## src/rtl/key_conditioner_pkg.sv

```systemverilog
// Shared constants for the push-button conditioning path.
// KEY_IDX_W is imported by every block that carries a key index.
package key_conditioner_pkg;

  localparam int unsigned KEY_N_KEYS          = 4;
  localparam int unsigned KEY_IDX_W           = 2;
  localparam int unsigned KEY_DEBOUNCE_CYCLES = 250000;  // 5 ms at 50 MHz

  // Smallest counter width with 2**w > cycles.
  function automatic int unsigned key_cnt_w(input int unsigned cycles);
    return $clog2(cycles + 1);
  endfunction

  localparam int unsigned KEY_CNT_W = key_cnt_w(KEY_DEBOUNCE_CYCLES);

endpackage

```

## src/rtl/key_conditioner_debounce_bit.sv

```systemverilog
// debounce_bit: one push-button lane.
//   clock     in  system clock
//   reset     in  synchronous, active-high reset
//   i_key_n   in  raw button, active-low, asynchronous to clock
//   o_level   out debounced level, active-high
//   o_press   out one-cycle pulse in the first cycle o_level is high
module debounce_bit
  import key_conditioner_pkg::*;
#(
  parameter int unsigned DEBOUNCE_CYCLES = KEY_DEBOUNCE_CYCLES,
  parameter int unsigned CNT_W           = key_cnt_w(DEBOUNCE_CYCLES)
) (
  input  logic clock,
  input  logic reset,
  input  logic i_key_n,
  output logic o_level,
  output logic o_press
);

  logic             r_s1;
  logic             r_s2;
  logic             r_stable;
  logic             r_stable_d;
  logic [CNT_W-1:0] r_cnt;

  // Two-flop synchroniser; inversion happens on the way in so everything
  // downstream is active-high.
  always_ff @(posedge clock) begin
    if (reset) begin
      r_s1 <= 1'b0;
      r_s2 <= 1'b0;
    end else begin
      r_s1 <= ~i_key_n;
      r_s2 <= r_s1;
    end
  end

  // Any sample that agrees with the accepted level restarts the count, so
  // only an uninterrupted run of DEBOUNCE_CYCLES disagreeing samples flips it.
  always_ff @(posedge clock) begin
    if (reset) begin
      r_cnt      <= '0;
      r_stable   <= 1'b0;
      r_stable_d <= 1'b0;
    end else begin
      r_stable_d <= r_stable;
      if (r_s2 == r_stable) begin
        r_cnt <= '0;
      end else if (r_cnt == CNT_W'(DEBOUNCE_CYCLES - 1)) begin
        r_stable <= r_s2;
        r_cnt    <= '0;
      end else begin
        r_cnt <= r_cnt + 1'b1;
      end
    end
  end

  assign o_level = r_stable;
  assign o_press = r_stable & ~r_stable_d;

endmodule

```

## src/rtl/key_conditioner.sv

```systemverilog
// key_conditioner: synchronises, debounces and edge-detects the raw
// active-low KEY buttons and latches the first new press in a one-entry
// event register drained by a consume handshake.
//   clock          in  system clock
//   reset          in  synchronous, active-high reset
//   key_n          in  raw buttons, active-low
//   key_level      out debounced levels, active-high
//   key_press      out one-cycle pulse per debounced press
//   any_held       out OR of key_level
//   event_valid    out event register holds an unconsumed press
//   event_key      out lowest pressed index of the latched event
//   event_multi    out more than one key pressed when latched
//   event_consume  in  consumer accepts the event (ignored while empty)
//   overflow       out sticky: a press was dropped because the register was full
module key_conditioner
  import key_conditioner_pkg::*;
#(
  parameter int unsigned N_KEYS          = KEY_N_KEYS,
  parameter int unsigned DEBOUNCE_CYCLES = KEY_DEBOUNCE_CYCLES,
  parameter int unsigned CNT_W           = key_cnt_w(DEBOUNCE_CYCLES)
) (
  input  logic                 clock,
  input  logic                 reset,
  input  logic [N_KEYS-1:0]    key_n,
  output logic [N_KEYS-1:0]    key_level,
  output logic [N_KEYS-1:0]    key_press,
  output logic                 any_held,
  output logic                 event_valid,
  output logic [KEY_IDX_W-1:0] event_key,
  output logic                 event_multi,
  input  logic                 event_consume,
  output logic                 overflow
);

  logic [N_KEYS-1:0]    w_press;
  logic [KEY_IDX_W-1:0] w_low_idx;
  logic                 w_multi;
  logic                 w_any_press;
  logic                 w_load_ok;

  logic                 r_valid;
  logic [KEY_IDX_W-1:0] r_key;
  logic                 r_multi;
  logic                 r_overflow;

  for (genvar g = 0; g < N_KEYS; g++) begin : g_key
    debounce_bit #(
      .DEBOUNCE_CYCLES (DEBOUNCE_CYCLES),
      .CNT_W           (CNT_W)
    ) u_debounce (
      .clock   (clock),
      .reset   (reset),
      .i_key_n (key_n[g]),
      .o_level (key_level[g]),
      .o_press (w_press[g])
    );
  end

  // Scan from the top down so the lowest set index is the last one written.
  always_comb begin
    w_low_idx = '0;
    for (int unsigned i = N_KEYS; i > 0; i--) begin
      if (w_press[i-1]) w_low_idx = KEY_IDX_W'(i - 1);
    end
  end

  // x & (x-1) clears the lowest set bit; anything left means two or more.
  assign w_multi     = |(w_press & (w_press - N_KEYS'(1)));
  assign w_any_press = |w_press;
  assign w_load_ok   = ~r_valid | event_consume;

  always_ff @(posedge clock) begin
    if (reset) begin
      r_valid    <= 1'b0;
      r_key      <= '0;
      r_multi    <= 1'b0;
      r_overflow <= 1'b0;
    end else if (w_any_press && w_load_ok) begin
      r_valid <= 1'b1;
      r_key   <= w_low_idx;
      r_multi <= w_multi;
    end else if (w_any_press) begin
      r_overflow <= 1'b1;
    end else if (event_consume) begin
      r_valid <= 1'b0;
    end
  end

  assign key_press   = w_press;
  assign any_held    = |key_level;
  assign event_valid = r_valid;
  assign event_key   = r_key;
  assign event_multi = r_multi;
  assign overflow    = r_overflow;

endmodule

```

## config.mk

```make
export PLATFORM = sky130hd
export DESIGN_NAME = key_conditioner
export DESIGN_NICKNAME = d
export VERILOG_FILES = /design/src/rtl/key_conditioner_pkg.sv /design/src/rtl/key_conditioner_debounce_bit.sv /design/src/rtl/key_conditioner.sv
export SDC_FILE = /design/constraint.sdc
export NUM_CORES = 1
export LEC_CHECK = 0
export CAP_MARGIN = 0
export CORE_ASPECT_RATIO = 1.1
export CORE_MARGIN = 2
export CORE_UTILIZATION = 45
export CTS_BUF_LIST = sky130_fd_sc_hd__clkbuf_2
export DETAILED_ROUTE_END_ITERATION = 10
export HOLD_SLACK_MARGIN = 0.1
export PLACE_DENSITY_LB_ADDON = 0.15
export SKIP_CTS_REPAIR_TIMING = 1
export SYNTH_ARGS = -nofsm -noshare
export SYNTH_HDL_FRONTEND = slang
export SYNTH_HIERARCHICAL = 1
export SYNTH_SLANG_ARGS = --single-unit
```

## constraint.sdc

```tcl
create_clock -name clock -period 2.5 [get_ports clock]
set_input_delay 0.75 -clock clock [delete_from_list [all_inputs] [get_ports clock]]
set_output_delay 0.75 -clock clock [all_outputs]
set_load 0.05 [all_outputs]
```

Word level (Yosys, flattened, before mapping)
Cells that the tools add are included.
{"block": "totals", "ff_bits": 93, "out_inout_bits": 14, "inputBits": 7, "elab_cells": 80}
{"block": "classes", "muxes": 7, "n_reduce_logical": 15, "n_addsub": 5, "n_bitwise": 20, "eq_ne": 9}
{"operator": "$add 18x1->18 const B", "n": 4}
{"operator": "$eq 18x18->1 const B", "n": 4}
{"operator": "$not 1->1", "n": 14}
{"operator": "$reduce_and 2->1", "n": 6}
{"operator": "$reduce_or 3->1", "n": 4}
{"operator": "$reduce_or 4->1", "n": 3}
{"operator": "$mux 2", "n": 4}
{"operator": "$and 1x1->1", "n": 4}
{"operator": "$and 4x4->4", "n": 1}
{"operator": "$eq 1x1->1", "n": 4}
{"operator": "$sub 4x1->4 const B", "n": 1}
{"operator": "$mux 1", "n": 3}
{"operator": "$ne 2x1->1 const B", "n": 1}
{"operator": "$reduce_bool 2->1", "n": 1}
{"operator": "$logic_and 1x1->1", "n": 1}
{"operator": "$or 1x1->1", "n": 1}

Longest topological paths before layout
Gate-level depths: netlist of the first run.
{"block": "depth", "word_depth": 6, "mapped_depth": 6, "mapped_depth_nobuf": 5}

Cells and area by module
The synthesis of the first run kept the hierarchy.
{"module": "debounce_bit", "area_each_um2": 967.2, "cells_each": 104, "instances": 4, "seq_area_each_um2": 440.4}
{"module": "key_conditioner", "area_each_um2": 247.7, "cells_each": 29, "instances": 1, "seq_area_each_um2": 100.1}

Worst setup path before layout of the first run
Ideal clock, no wire load.
{"block": "synth_path", "kind": "flip-flop to flip-flop", "from": "register g_key[0].u_debounce.r_stable", "to": "register r_multi (netlist: event_multi)", "t_arrival_ns": 2.341, "required_ns": 2.414, "stages_incl_launch_ff": 5, "path_slack_ns": 0.074, "cell_sequence": "dfxtp_1 > nor2b_1 > nor2_1 > a221o_1 > a211oi_1"}
{"block": "synth_between", "elab_chain_len": 4, "word_cells_on_any_way": 6}
{"element": "from (decl)", "line_no": "key_conditioner_debounce_bit.sv:22", "source": "logic r_stable;"}
{"element": "from (signal assigned)", "line_no": "key_conditioner_debounce_bit.sv:50", "source": "r_stable <= r_s2;"}
{"element": "$and 1x1->1 *", "line_no": "key_conditioner_debounce_bit.sv:59", "source": "assign o_press = r_stable & ~r_stable_d;"}
{"element": "via key_press[0]", "line_no": "key_conditioner.sv:26", "source": "output logic [N_KEYS-1:0] key_press,"}
{"element": "$sub 4x1->4", "line_no": "key_conditioner.sv:68", "source": "assign w_multi = |(w_press & (w_press - N_KEYS'(1)));"}
{"element": "$and 4x4->4", "line_no": "key_conditioner.sv:68"}
{"element": "$reduce_or 4->1", "line_no": "key_conditioner.sv:68"}
{"element": "to (signal assigned)", "line_no": "key_conditioner.sv:81", "source": "r_multi <= w_multi;"}
{"element": "to (decl)", "line_no": "key_conditioner.sv:43", "source": "logic r_multi;"}
Mark *: on every way through the listed nets, which the timed path passes. The rest lies on a longest branch.
A chain may end at the register's enable or synchronous reset.

Final worst setup path of the first run
{"block": "layout_path", "from": "register g_key[1].u_debounce.r_stable", "to": "output port any_held"}
{"block": "layout_between", "elab_chain_len": 1}
{"element": "from (decl)", "line_no": "key_conditioner_debounce_bit.sv:22"}
{"element": "from (signal assigned)", "line_no": "key_conditioner_debounce_bit.sv:50"}
{"element": "$reduce_or 4->1", "line_no": "key_conditioner.sv:90", "source": "assign any_held = |key_level;"}
{"element": "to (decl)", "line_no": "key_conditioner.sv:27", "source": "output logic any_held,"}
Every way passes these cells.

==> impl_metrics.yaml, run 1 <==
routing:
  ant_nets: 0
  vias_per_cell: 5.21
  drt-pass1-iter-count: 4
  drcViolationCount: 0
  drt_iter0_markers: 94
  num_vias: 3072
  wl_per_cell_um: 12.4
  totalWireLength_mm: 7.33
cts:
  tritoncts: "built"
  cts-root-buf: "clkbuf_2"
  cts_sinks: 93
  clkTransAtPathRegs_ns: 0.24
  clk_latency_ns: 0.53
  cts-buffers-inserted: 9
  cts.path.max_buffers: 2
  cts.htree.levels: 3
final_layout:
  finish.utilization_pct: 52.5
  fillers: 810
  drive_above_1_share_pct: 10.5
  nets: 482
  final_cells: 590
  antenna_cells: 0
  area_growth_pct: 13.2
  finalInstanceArea_um2: 4660
yosys:
  synth_cell_type_count: 32
  yosysTopAreaCell: "dfxtp_1"
  async_reset_ff_share_pct: 0
  avgSynthCellArea_um2: 9.25
  ys_seq_area_share_pct: 45.2
  synth_area_um2: 4120
  ys_ff_latch: 93
  synth_edf_count: 0
  yosysMostFrequentCell: "dfxtp_1"
  synth_top_cell_area_share_pct: 45.2
  syn-instance-count: 445
  synthTopCellsByCount: "dfxtp_1, nor2_1, xnor2_1"
  synth_warnings: 6
  syn-num-nets: 456
  synth.area.top_cells: "dfxtp_1, xnor2_1, nor2_1, nor4_1, nand3_1"
  yosys_most_used_dff: "dfxtp_1"
run_status:
  status: "finished, final reports clean"
timing:
  slew_headroom_pct: 50.1
  setup_viol: 0
  max_freq_mhz: 416
  worstMarginPinSlew_ns: 0.748
  slew_violations: 0
  min_period_ns: 2.41
  skew_ns: 0.0179
  final-hold-violation-count: 0
  rsz0062_at_grt: "no"
  finalSetupTns_ns: 0
  fin_crit_sh_pct: 96.3
worst_setup_path:
  critical_path.max_fanout: 5
  cp.arrival_ns: 1.66
  critPathRequiredTime_ns: 1.75
  path_class: "reg2out"
  end_kind: "output port"
  cp-start-kind: "register"
power:
  p_total_w: 0.00240
  p_int_w: 0.00185
  p_seq_share_pct: 62.5
  power_density_nw_per_um2: 515
  ir_worst_vdd_mv: 0.202
  p_leak_nw: 1.57
  p_comb_share_pct: 1.8
  p_switching_w: 0.000547
  swShare_pct: 22.8
  clkPwrFrac_pct: 35.7
floorplan:
  io_pins: 21
  start_util_pct: 46.4
  row_count: 36
  coreArea_um2: 8870
  die_area_um2: 9930
  die_h_um: 104
  die_w_um: 95.2
global_route:
  grt_pass1_vias: 2899
  overflow: 0
  antenna_found_initial: 0
  grtUsageTotal_pct: 16.2
  grt_pass1_wl_mm: 13.3
  grt_max_degree: 26
placement:
  portBuffers: 20
  hpwl_mm: 5.00
  detailed_place.area_um2: 4490
  globalplace.congestion: 0.797
  dp_cells: 574
job:
  cap_violations: 0
worst_hold_path:
  hp-class: "reg2reg"
-- per-layer routing --
| metal | share of wire, % | up-vias | GRT usage (%) |
|---|---|---|---|
| li1 | - | 1609 | - |
| met1 | 51 | 1411 | 23.5 |
| met2 | 44 | 42 | 23.7 |
| met3 | 3.6 | 10 | 2.68 |
| met4 | 1.7 | 0 | 6.83 |
| met5 | 0 | - | 0 |
-- power by group through the flow --
stage               clock network (W)   logic, W  registers [W]
global route                 0.000948  0.0000477        0.00150
global placement                    0  0.0000424        0.00153
floorplan                           0  0.0000207        0.00153
finish                       0.000856  0.0000420        0.00150
detailed placement                  0  0.0000427        0.00153
CTS                          0.000892  0.0000429        0.00150
-- worst paths after layout --
check                                 from                             to  slack [ns]  depth (start not counted)
max            g_key[1].u_debounce/o_level                       any_held        0.09                          2
min               g_key[3].u_debounce/r_s1       g_key[3].u_debounce/r_s2        0.46                          1
max reg2reg  g_key[0].u_debounce/r_cnt[10]  g_key[0].u_debounce/r_cnt[13]        0.48                          4
min reg2reg       g_key[3].u_debounce/r_s1       g_key[3].u_debounce/r_s2        0.46                          1
-- kinds of logic after synthesis --
logic type | Yosys count | synth area share [%]
AO/OA/AOI/OAI | 21 | 4.68
XOR/XNOR | 65 | 13.8
adder cells (fa/ha/maj) | 4 | 1.22
buffers and inverters | 25 | 2.64
flip-flops | 93 | 45.2
multiplexers | 4 | 1.09
AND/OR/NAND/NOR | 233 | 31.3
-- registers in the layout, summed over array words and instances (netlist names) --
register	cells
g_key.u_debounce/r_cnt	72
event_multi	1
event_key	2
g_key.u_debounce/r_stable_d	4
g_key.u_debounce/r_s1	4
event_valid	1
overflow	1
g_key.u_debounce/o_level	4
g_key.u_debounce/r_s2	4
-- through the flow --
stage          hold WS (ns)  setup slack, ns
5_1_grt               0.473          0.00490
4_1_cts               0.454           -0.180
2_1_floorplan         0.414           0.0737
6_report              0.463           0.0936
3_5_place_dp          0.426            0.468
3_3_place_gp          0.418            0.497
-- placed cells by master (no fill, tap or decap), types with 4 or more instances in the layout --
cell type	Yosys	layout
a21oi_1	8	8
buf_12	0	5
clkbuf_2	0	9
clkdlybuf4s50_1	0	6
dfxtp_1	93	91
dlymetal6s2s_1	0	9
ha_1	4	4
inv_1	17	17
mux2_2	4	4
nand2_1	8	8
nand2_2	4	4
nand3_1	24	24
nand4_1	12	12
nand4_2	4	4
nand4_4	4	4
nand4b_1	4	4
nor2_1	87	87
nor2b_1	18	16
nor3_1	22	22
nor4_1	24	24
nor4b_1	9	9
o31ai_1	4	4
o31ai_4	4	4
or3_1	4	4
or4_1	6	6
xnor2_1	60	60
xor2_1	5	5
-- final cells by class --
class                           instances  area, um2  area share [%]
Tap cell                              114        143            3.06
Multi-Input combinational cell        327       2150            46.1
Inverter                               17       63.8            1.37
Timing Repair Buffer                   23        295            6.34
Clock buffer                            9       45.0           0.966
Clock inverter                          7       98.8            2.12
Sequential cell                        93       1860            40.0
-- critical path, cell delays in order, from the launching register on --
cell     delay, ns
dfxtp_2       0.39
or4_1         0.53
buf_4         0.21
No activity file was read; power rests on OpenSTA's default activity.
==> inputs of run 2 (changes only) <==
--- a/config.mk
+++ b/config.mk
@@ -5,14 +5,12 @@
 export SDC_FILE = /design/constraint.sdc
 export NUM_CORES = 1
 export LEC_CHECK = 0
-export CAP_MARGIN = 0
+export CAP_MARGIN = 20
 export CORE_ASPECT_RATIO = 1.1
-export CORE_MARGIN = 2
 export CORE_UTILIZATION = 45
 export CTS_BUF_LIST = sky130_fd_sc_hd__clkbuf_2
 export DETAILED_ROUTE_END_ITERATION = 10
 export HOLD_SLACK_MARGIN = 0.1
-export PLACE_DENSITY_LB_ADDON = 0.15
 export SKIP_CTS_REPAIR_TIMING = 1
 export SYNTH_ARGS = -nofsm -noshare
 export SYNTH_HDL_FRONTEND = slang
==> run 2 against run 1 <==
  * Clock skew is 0.0098 ns higher
  * Total power fell by 1.4%
  * Hold slack barely moved
  * Register-to-register slack better by 0.04 ns
  * Sequential share of layout area about the same
  * Highest routed layer unchanged
==> impl_metrics.yaml, run 2 (synthesized netlist as in run 1, its figures left out) <==
cts:
  cts-buffers-inserted: 9
  clkTransAtPathRegs_ns: 0.24
  cts_sinks: 93
  cts-root-buf: "clkbuf_2"
  cts.path.max_buffers: 2
  cts.htree.levels: 3
  clk_latency_ns: 0.55
  tritoncts: "built"
worst_setup_path:
  cp.arrival_ns: 1.64
  end_kind: "output port"
  path_class: "reg2out"
  critical_path.max_fanout: 4
  cp-start-kind: "register"
  r2r.worst_path.cells: 4
  r2r_setup_slack_ns: 0.52
  critPathRequiredTime_ns: 1.75
timing:
  slew_headroom_pct: 51.1
  layout_setup_ws_ns: 0.108
  slew_violations: 0
  final-hold-violation-count: 0
  worstMarginPinSlew_ns: 0.733
  setup_viol: 0
  finalSetupTns_ns: 0
  skew_ns: 0.0276
  min_period_ns: 2.39
  fin_crit_sh_pct: 95.7
  max_freq_mhz: 418
  rsz0062_at_grt: "no"
placement:
  detailed_place.area_um2: 4480
  portBuffers: 20
  place_ws_ns: 0.453
  globalplace.congestion: 0.797
  hpwl_mm: 5.22
global_route:
  grt_pass1_wl_mm: 13.1
  antenna_found_initial: 0
  grtUsageTotal_pct: 17.4
  grt_max_degree: 26
  overflow: 0
  grt_pass1_vias: 2839
floorplan:
  die_area_um2: 9530
  die_w_um: 93.2
  start_util_pct: 46.4
  coreArea_um2: 8870
  io_pins: 21
  row_count: 36
  die_h_um: 102
final_layout:
  finish.utilization_pct: 52.6
  area_growth_pct: 13.3
  finalInstanceArea_um2: 4670
  largest_reg_flops: 72
  drive_above_1_share_pct: 10.7
  final_common_cell: "dfxtp_1"
  max_flop_register: "g_key.u_debounce/r_cnt"
  nets: 482
  layout.cells.most_common_list: "dfxtp_1, nor2_1, xnor2_1, nand3_1, nor4_1"
  antenna_cells: 0
routing:
  drcViolationCount: 0
  ant_nets: 0
  totalWireLength_mm: 7.72
  num_vias: 3071
  drt-pass1-iter-count: 4
  drt_iter0_markers: 94
  vias_per_cell: 5.21
  wl_per_cell_um: 13.1
job:
  cap_violations: 0
worst_hold_path:
  hold_depth: 1
  hp-class: "reg2reg"
power:
  p_total_w: 0.00237
  power_density_nw_per_um2: 507
  p_leak_nw: 1.56
  ir_worst_vdd_mv: 0.224
run_status:
  status: "finished, final reports clean"
==> run 2: worst paths after layout <==
path | start | end
worst max-delay path | g_key[1].u_debounce/o_level | any_held
worst min-delay path | g_key[3].u_debounce/r_s1 | g_key[3].u_debounce/r_s2
worst min register to register | g_key[3].u_debounce/r_s1 | g_key[3].u_debounce/r_s2
worst max register to register | g_key[1].u_debounce/r_cnt[9] | g_key[1].u_debounce/r_cnt[2]
==> run 2: per-stage QoR <==
step	std cells	hold slack [ns]
3_5_place_dp	573	0.423
3_3_place_gp	573	0.419
2_1_floorplan	445	0.414
6_report	590	0.463
5_1_grt	590	0.478
4_1_cts	589	0.464
==> run 2: worst max-delay path: stages, from the launching register on <==
cell and delay (ns):
dfxtp_4 0.40, or4_4 0.53, buf_6 0.17
==> run 2: routing by layer <==
layer	wire [um]	global-route usage [%]
met1	3860	23.2
met4	88	7.46
met2	3510	26.9
met3	252	4.17
met5	0	0
==> run 2: power breakdown <==
group | switching (W) | leakage [nW] | internal (W)
logic | 0.0000220 | 0.733 | 0.0000200
clock network | 0.000492 | 0.0772 | 0.000332
registers | 0.00000478 | 0.753 | 0.00149
total | 0.000519 | 1.56 | 0.00185
==> run 2: final cells by class <==
class | instances | area (um2)
clock buffer | 11 | 55.1
clock inverter | 5 | 75.1
fill | 831 | 4210
inverter | 17 | 63.8
multi-input combinational | 327 | 2160
sequential | 93 | 1870
tap | 114 | 143
timing repair buffer | 23 | 299
